File: src/rtl/store_buffer_pkg.sv
// Shared store-buffer definitions: default depth, pointer width and the buffered entry record.
package store_buffer_pkg;

  localparam int unsigned SbDepthDefault = 4;
  localparam int unsigned SbPtrW         = $clog2(SbDepthDefault);

  typedef struct packed {
    logic [31:0] addr;
    logic [31:0] data;
  } sb_entry_t;

endpackage

File: src/rtl/sb_fifo.sv
// Entry storage plus head/tail/count bookkeeping for the store buffer.
module sb_fifo
  import store_buffer_pkg::*;
#(
  parameter int unsigned DEPTH = SbDepthDefault,
  localparam int unsigned PtrW = $clog2(DEPTH),
  localparam int unsigned CntW = PtrW + 1
) (
  input  logic                  clk,
  input  logic                  reset,
  input  logic                  push_i,
  input  sb_entry_t             push_entry_i,
  input  logic                  pop_i,
  output sb_entry_t             head_entry_o,
  output logic [PtrW-1:0]       head_o,
  output logic [CntW-1:0]       count_o,
  output sb_entry_t [DEPTH-1:0] entries_o
);

  sb_entry_t       mem_q [DEPTH];
  logic [PtrW-1:0] head_q, head_d;
  logic [PtrW-1:0] tail_q, tail_d;
  logic [CntW-1:0] count_q, count_d;

  // Storage is deliberately left unreset; count alone defines which entries are live.
  always_ff @(posedge clk) begin
    if (push_i) begin
      mem_q[tail_q] <= push_entry_i;
    end
  end

  // DEPTH is a power of two, so pointer overflow is the modulo wrap.
  always_comb begin
    head_d  = head_q + PtrW'(pop_i);
    tail_d  = tail_q + PtrW'(push_i);
    count_d = count_q + CntW'(push_i) - CntW'(pop_i);
  end

  always_ff @(posedge clk or negedge reset) begin
    if (!reset) begin
      head_q  <= '0;
      tail_q  <= '0;
      count_q <= '0;
    end else begin
      head_q  <= head_d;
      tail_q  <= tail_d;
      count_q <= count_d;
    end
  end

  always_comb begin
    for (int unsigned i = 0; i < DEPTH; i++) begin
      entries_o[i] = mem_q[i];
    end
  end

  assign head_entry_o = mem_q[head_q];
  assign head_o       = head_q;
  assign count_o      = count_q;

endmodule

File: src/rtl/store_buffer.sv
// MEM-stage store buffer: queues aligned stores, drains them when the load path is idle,
// and forwards the youngest matching pending store to loads.
module store_buffer
  import store_buffer_pkg::*;
#(
  parameter int unsigned DEPTH = SbDepthDefault
) (
  input  logic        clk,
  input  logic        reset,
  input  logic        st_valid,
  input  logic [31:0] st_addr,
  input  logic [31:0] st_data,
  input  logic        ld_valid,
  input  logic [31:0] ld_addr,
  output logic [31:0] ld_data,
  output logic        stall,
  output logic        misalign,
  output logic        mem_we,
  output logic [31:0] mem_addr,
  output logic [31:0] mem_wdata,
  input  logic [31:0] mem_rdata,
  output logic        empty
);

  localparam int unsigned PtrW = $clog2(DEPTH);
  localparam int unsigned CntW = PtrW + 1;

  sb_entry_t             push_entry;
  sb_entry_t             head_entry;
  sb_entry_t [DEPTH-1:0] entries;
  logic [PtrW-1:0]       head;
  logic [CntW-1:0]       count;
  logic                  st_mis, ld_mis, full, push, drain;
  logic                  fwd_hit;
  logic [31:0]           fwd_data;
  logic [PtrW-1:0]       fwd_idx;

  assign st_mis   = st_valid && (st_addr[1:0] != 2'b00);
  assign ld_mis   = ld_valid && (ld_addr[1:0] != 2'b00);
  assign misalign = st_mis || ld_mis;
  assign full     = (count == CntW'(DEPTH));
  assign empty    = (count == '0);

  assign stall = st_valid && !st_mis && full;
  assign push  = st_valid && !st_mis && !full;
  // A load owns the memory port; draining only happens on load-free cycles.
  assign drain = !ld_valid && !empty;

  assign push_entry.addr = st_addr;
  assign push_entry.data = st_data;

  sb_fifo #(
    .DEPTH (DEPTH)
  ) u_fifo (
    .clk          (clk),
    .reset        (reset),
    .push_i       (push),
    .push_entry_i (push_entry),
    .pop_i        (drain),
    .head_entry_o (head_entry),
    .head_o       (head),
    .count_o      (count),
    .entries_o    (entries)
  );

  // Walk oldest to youngest so the last hit wins.
  always_comb begin
    fwd_hit  = 1'b0;
    fwd_data = '0;
    fwd_idx  = '0;
    for (int unsigned i = 0; i < DEPTH; i++) begin
      fwd_idx = head + PtrW'(i);
      if ((CntW'(i) < count) && (entries[fwd_idx].addr[31:2] == ld_addr[31:2])) begin
        fwd_hit  = 1'b1;
        fwd_data = entries[fwd_idx].data;
      end
    end
  end

  always_comb begin
    mem_we    = drain;
    mem_addr  = '0;
    mem_wdata = '0;
    if (ld_valid) begin
      mem_addr = ld_addr;
    end else if (drain) begin
      mem_addr  = head_entry.addr;
      mem_wdata = head_entry.data;
    end
  end

  always_comb begin
    ld_data = '0;
    if (ld_valid && !ld_mis) begin
      ld_data = fwd_hit ? fwd_data : mem_rdata;
    end
  end

endmodule

File: config.mk
export PLATFORM = sky130hd
export DESIGN_NAME = store_buffer
export DESIGN_NICKNAME = d
export VERILOG_FILES = /design/src/rtl/store_buffer_pkg.sv /design/src/rtl/sb_fifo.sv /design/src/rtl/store_buffer.sv
export SDC_FILE = /design/constraint.sdc
export NUM_CORES = 1
export LEC_CHECK = 0
export ABC_AREA = 1
export CORE_MARGIN = 2
export CORE_UTILIZATION = 40
export CTS_BUF_LIST = sky130_fd_sc_hd__clkbuf_16
export DETAILED_ROUTE_END_ITERATION = 6
export DONT_BUFFER_PORTS = 1
export MAX_ROUTING_LAYER = met4
export PLACE_DENSITY = 0.57
export SLEW_MARGIN = 20
export SYNTH_ARGS = -nofsm -noshare
export SYNTH_HDL_FRONTEND = slang
export SYNTH_SLANG_ARGS = --single-unit
File: constraint.sdc
create_clock -name clk -period 9.55 [get_ports clk]
set_input_delay 1.91 -clock clk [delete_from_list [all_inputs] [get_ports clk]]
set_output_delay 1.91 -clock clk [all_outputs]
set_load 0.05 [all_outputs]
Word level (Yosys, flattened, before mapping)
Memory sizes are Yosys's and may differ from the RTL's.
Index checks and enable logic that the tools add are counted.
{"block": "op_classes", "mux": 24, "order_cmp": 8, "n_reduce_logical": 20, "n_eq_ne": 5, "add_sub_neg": 7}
{"cell": "$bmux 64 s2", "n": 4}
{"cell": "$mux 32", "n": 10}
{"cell": "$mux 64", "n": 4}
{"cell": "$eq 30x30->1", "n": 4}
{"cell": "$lt 2x3->1 const B", "n": 4}
{"cell": "$logic_and 1x1->1", "n": 11}
{"cell": "$lt 1x3->1 const A", "n": 2}
{"cell": "$lt 2x3->1 const A", "n": 2}
{"cell": "$mux 1", "n": 6}
{"cell": "$logic_not 1->1", "n": 5}
{"cell": "$add 2x1->2", "n": 2}
{"cell": "$add 2x2->2 const B", "n": 2}
{"cell": "$reduce_bool 2->1", "n": 2}
{"cell": "$add 3x1->3", "n": 1}
{"cell": "$eq 3x3->1 const B", "n": 1}
{"cell": "$logic_not 3->1", "n": 1}
{"cell": "$sub 3x1->3", "n": 1}
{"cell": "$add 2x1->2 const B", "n": 1}
{"cell": "$logic_or 1x1->1", "n": 1}
{"block": "word_totals", "ramBits": 256, "regBits": 7, "out_inout_bits": 100, "mem_count": 1, "elab_cells": 68, "inputBits": 132}
{"memory": "u_fifo.mem_q", "depth": 4, "word_bits": 64, "read_ports": 5, "rd_ports_with_merged_regs": 0, "wr": 1, "line_no": "sb_fifo.sv:20", "source": "sb_entry_t mem_q [DEPTH];"}

Depth between registers and ports, before layout
{"block": "logic_depth", "ltp_word": 10, "mapped_depth": 22, "mapped_depth_nobuf": 18}

Hierarchy
From an unflattened synthesis, not the netlist that was laid out.
{"block": "hier_totals", "cells_unflattened": 3530, "hier_area_um2": 21672.0}
{"mod": "sb_fifo", "cells_each": 1037, "area_per_inst_um2": 11073.1, "seq_area_each_um2": 7862.5, "n_inst": 1}
{"mod": "store_buffer", "cells_each": 2493, "area_per_inst_um2": 10598.9, "seq_area_each_um2": 0.0, "n_inst": 1}

Worst setup path before layout
Ideal clock, no wire load.
{"block": "synth_path", "path_kind": "input to register", "start": "input port st_addr[1]", "end": "memory u_fifo.mem_q[0][0] (netlist name), enable pin", "t_required_ns": 8.985, "cell_stages": 3, "t_arrival_ns": 6.552, "path_slack_ns": 2.433, "cell_sequence": "nor2_1 -> nand3_1 -> nor3_1"}
{"block": "synth_between", "elab_chain_cells": 7}
{"element": "start, declared", "line_no": "store_buffer.sv:11", "source": "input logic [31:0] st_addr,"}
{"element": "$reduce_bool 2->1", "line_no": "store_buffer.sv:38", "source": "assign st_mis = st_valid && (st_addr[1:0] != 2'b00);"}
{"element": "$logic_and 1x1->1", "line_no": "store_buffer.sv:38"}
{"element": "$logic_not 1->1", "line_no": "store_buffer.sv:45", "source": "assign push = st_valid && !st_mis && !full;"}
{"element": "$logic_and 1x1->1 (2 in series)", "line_no": "store_buffer.sv:45"}
{"element": "$mux 1", "line_no": "sb_fifo.sv:27", "source": "if (push_i) begin"}
{"element": "$mux 1 (implied by the code)", "line_no": "sb_fifo.sv:28", "source": "mem_q[tail_q] <= push_entry_i;"}
{"element": "end, declared", "line_no": "sb_fifo.sv:20"}
No other way between the ends.

Final worst setup path
{"block": "layout_path", "start": "register u_fifo.head_q[0], in the netlist u_fifo.head_o[0]", "end": "output port ld_data[11]"}
{"block": "layout_between", "elab_chain_cells": 10}
{"element": "start, declared", "line_no": "sb_fifo.sv:21", "source": "logic [PtrW-1:0] head_q, head_d;"}
{"element": "start signal, assigned", "line_no": "sb_fifo.sv:41", "source": "head_q <= '0;"}
{"element": "start signal, assigned", "line_no": "sb_fifo.sv:45", "source": "head_q <= head_d;"}
{"element": "$add 2x1->2 / $bmux 64 s2 (equally long branches)", "line_no": "store_buffer.sv:72, store_buffer.sv:73, store_buffer.sv:75"}
{"element": "$bmux 64 s2 / $mux 64 (equally long branches)", "line_no": "store_buffer.sv:73, store_buffer.sv:75"}
{"element": "$mux 64 (implied by the code) / $eq 30x30->1 (equally long branches)", "line_no": "store_buffer.sv:75, store_buffer.sv:73"}
{"element": "$eq 30x30->1 / $logic_and 1x1->1 (equally long branches)", "line_no": "store_buffer.sv:73", "source": "if ((CntW'(i) < count) && (entries[fwd_idx].addr[31:2] == ld_addr[31:2])) begin"}
{"element": "$logic_and 1x1->1, or another cell as far along", "line_no": "store_buffer.sv:73"}
{"element": "$mux 32 / $mux 1 (equally long branches) (3 in series)", "line_no": "store_buffer.sv:73"}
{"element": "$mux 32 *", "line_no": "store_buffer.sv:95", "source": "ld_data = fwd_hit ? fwd_data : mem_rdata;"}
{"element": "$mux 32 *", "line_no": "store_buffer.sv:94", "source": "if (ld_valid && !ld_mis) begin"}
{"element": "end, declared", "line_no": "store_buffer.sv:15", "source": "output logic [31:0] ld_data,"}
Every way passes the cells marked *; elsewhere a longest branch is shown, timed or not. The select of a mux whose other input is x is not followed.

==> results.toml <==
[sta]
finalCritPeriodShare_pct = 81.8
clock.fmax_ghz = 0.128
timing.final.hold_violations = 0
setup_total_neg_slack_ns = 0
max_slew_margin_pct = 21.7
slew_viol_final = 0
rsz0062_at_grt = "false"
timing.final.crit_period_ns = 7.81
clock-skew-final_ns = 0.0118
worstMarginPinSlew_ns = 1.17
report.final.setup_viol = 0

[drt]
ant_nets = 0
detail_route.drc_violations = 0
detail_route.first_pass.iterations = 5
detailroute.via_count = 19143
initialDrtViolationCount = 2069
routed_wirelength_um = 68800
wire_per_inst_um = 19.6
route.detailed.vias_per_inst = 5.46

[final_layout]
utilization_pct = 43.6
final_net_count = 3006
fin_area_sq_mm = 0.0207
post_synthesis_to_final_layout_area_growth_pct = 7.85
layout-drive-gt1-share_pct = 4.99

[placed_design]
place_area_sq_mm = 0.0198
hpwl_um = 47100
finalWeightedCongestion = 0.997
buffer_ports.inserted = 0

[cts]
clkLatencyLatePin_ns = 0.61
clkTransAtPathRegs_ns = 0.06
numClockSinks = 263
post-cts-setup-buffers = 0
cts_hold_buffers = 0
numCtsBuffers = 31
cts.path.max_buffers = 3
cts-htree-levels = 1
clk_root_buffer_cell = "clkbuf_16"
cts_tree = "yes"
resized_gates_after_cts = 0

[setup_path]
worstPathRequired_ns = 7.64
critical-path-top-cell-by-count = "nand2_1"
path_class = "flop to output port"
worst_setup_path_end_kind = "output port"
timing.critical_path.from_type = "flop"
cp_max_stage_delay_ns = 0.73
critical_path.max_fanout = 141
worstReg2RegEnd = "u_fifo.count_o[2]$_DFF_PN0_"
r2r.worst_path.cells = 9
cpMaxStageDelayCell = "buf_4"
r2r_slack_ns = 6.72
critPathTopFamily = "simple AND/OR/NAND/NOR gates"
crit-reg2reg-launch = "u_fifo.count_o[2]$_DFF_PN0_"
worst_ep_arrival_time_ns = 5.90
crit_chain = "buf_4, nand2_1, nand2_8, nand2_1, nand3_1, nand2_1, nand2_1, nor2_1, nand2_1, nor2_2, buf_4, nand2_2, nand2_2, nor2_2, buf_4, nor2_1, a21oi_1, buf_4"
cp_num_buf_inv = 4

[synthesis]
yosys_warnings = 0
synth-async-reset-ratio_pct = 2.66
syn_avg_cell_area_sq_um = 6.57
synthesis.nets = 3063
synth_common_cells = "nand2_1, nand3_1, o21ai_0"
synthFlopType = "edfxtp_1"
synth_instances = 2924
netlist_top_cells_area = "edfxtp_1, nand2_1, nand3_1"
synth_enable_flop_cells = 256
portion_of_the_post_synthesis_area_used_by_sequential_elements_pct = 41.0
synth_top_area_share_pct = 40.0
netlist.top_cell.by_area = "edfxtp_1"
synth.distinct_cells = 33
post-synth-top-count-cell = "nand2_1"
ys_ff_latch = 263
synth.cell_area_sq_mm = 0.0192

[grt]
grt_max_degree = 142
antenna_violations_before_repair = 1
grt_first_pass_wirelength_um = 104000
gr-usage-all-layers_pct = 27.9
grt_overflow_total = 0
first_global_vias = 17383

[worst_hold_path]
worst_hold_path.num_cells = 1
holdCritStartpoint = "u_fifo.tail_q[1]$_DFF_PN0_"
hold_path.class = "flop to flop"
hold_path_end = "u_fifo.tail_q[1]$_DFF_PN0_"

[job]
maxCapViolations = 0

[run_status]
outcome = "complete, no violations"

[floorplanning]
chipWidth_um = 223
core_area_sq_mm = 0.0475
total_die_area_sq_mm = 0.0498
row_cnt = 80
ios = 232
initial_utilization_pct = 40.4
dieHeight_um = 223

[pwr]
ir_worst_vdd_uv = 181
p_leak_nw = 9.73
power-per-cell-area_mw_per_mm2 = 305
power by group:
group          internal, mW  total, mW  switching (mW)
combinational         0.902       3.74            2.84
clock                 0.615       1.11           0.498
sequential             1.35       1.46           0.103
total                  2.87       6.31            3.44
cells by family after synthesis:
group	share of synthesized area, %
simple gates	38.9
buf+inv	9.63
compound gates	9.44
flops	41.0
xor+xnor	0.456
fa+ha+maj	0.495
mux	0.104
metrics by stage:
stage               setup WS, ns  std cells  power [mW]  hold slack (ns)
global placement            2.54       3449        5.13            0.543
detailed placement          2.39       3449        5.17            0.543
CTS                         1.72       3502        6.29            0.563
finish                      1.74       3503        6.31            0.559
global route                1.23       3503        6.81            0.619
floorplan                   2.43       2924        4.32            0.467
worst max path at each step:
stage | start | end | depth (start not counted)
after floorplan | st_addr[1] | u_fifo.mem_q[0][0]$_DFFE_PP_ | 3
after global placement | u_fifo.head_o[0]$_DFF_PN0_ | ld_data[8] | 18
after detailed placement | u_fifo.head_o[0]$_DFF_PN0_ | ld_data[3] | 17
after CTS | u_fifo.head_o[0]$_DFF_PN0_ | ld_data[3] | 17
after global routing | u_fifo.head_o[0]$_DFF_PN0_ | ld_data[29] | 19
final | u_fifo.head_o[0]$_DFF_PN0_ | ld_data[11] | 18
registers in the layout, summed over array words and instances (netlist names):
| signal | count |
|---|---|
| u_fifo.mem_q | 256 |
| u_fifo.count_o | 3 |
| u_fifo.head_o | 2 |
| u_fifo.tail_q | 2 |
worst register-to-register path, stage by stage, from the launching register on:
cell,delay [ns]
dfrtp_1,0.46
nor3_2,0.80
nor2_2,0.08
buf_4,0.26
ha_1,0.31
inv_1,0.05
ha_1,0.13
inv_1,0.05
fa_1,0.40
xor2_1,0.17
layout make-up:
type,count,area [sq um]
Clock buffer,31,776
Antenna cell,1,2.50
Inverter,276,1040
Fill cell,4861,26800
Sequential cell,263,7870
Tap cell,615,769
Multi-Input combinational cell,2222,9540
Timing Repair Buffer,73,548
Clock inverter,22,158
routing by layer:
| layer | vias up | GRT usage (%) | routed length, um |
|---|---|---|---|
| met5 | - | - | 0 |
| met4 | 0 | 6.91 | 1590 |
| met3 | 97 | 5.77 | 6480 |
| met2 | 810 | 43.6 | 30800 |
| met1 | 8917 | 37.3 | 29900 |
| li1 | 9319 | - | - |
layout by cell type, fill, tap and decap left out, types with 6 or more instances in the layout:
cell / n
ha_1: 6
edfxtp_1: 256
clkinv_2: 6
o21ai_0: 272
o21ai_1: 12
nand3_1: 350
nand2_1: 1217
nor2_2: 6
xor2_1: 10
a21oi_1: 37
nor3_2: 6
o22ai_1: 29
buf_4: 73
nor2_1: 244
nand4_1: 14
clkbuf_16: 31
inv_1: 272
clkinv_1: 7
(Power assumes the default switching activity.)
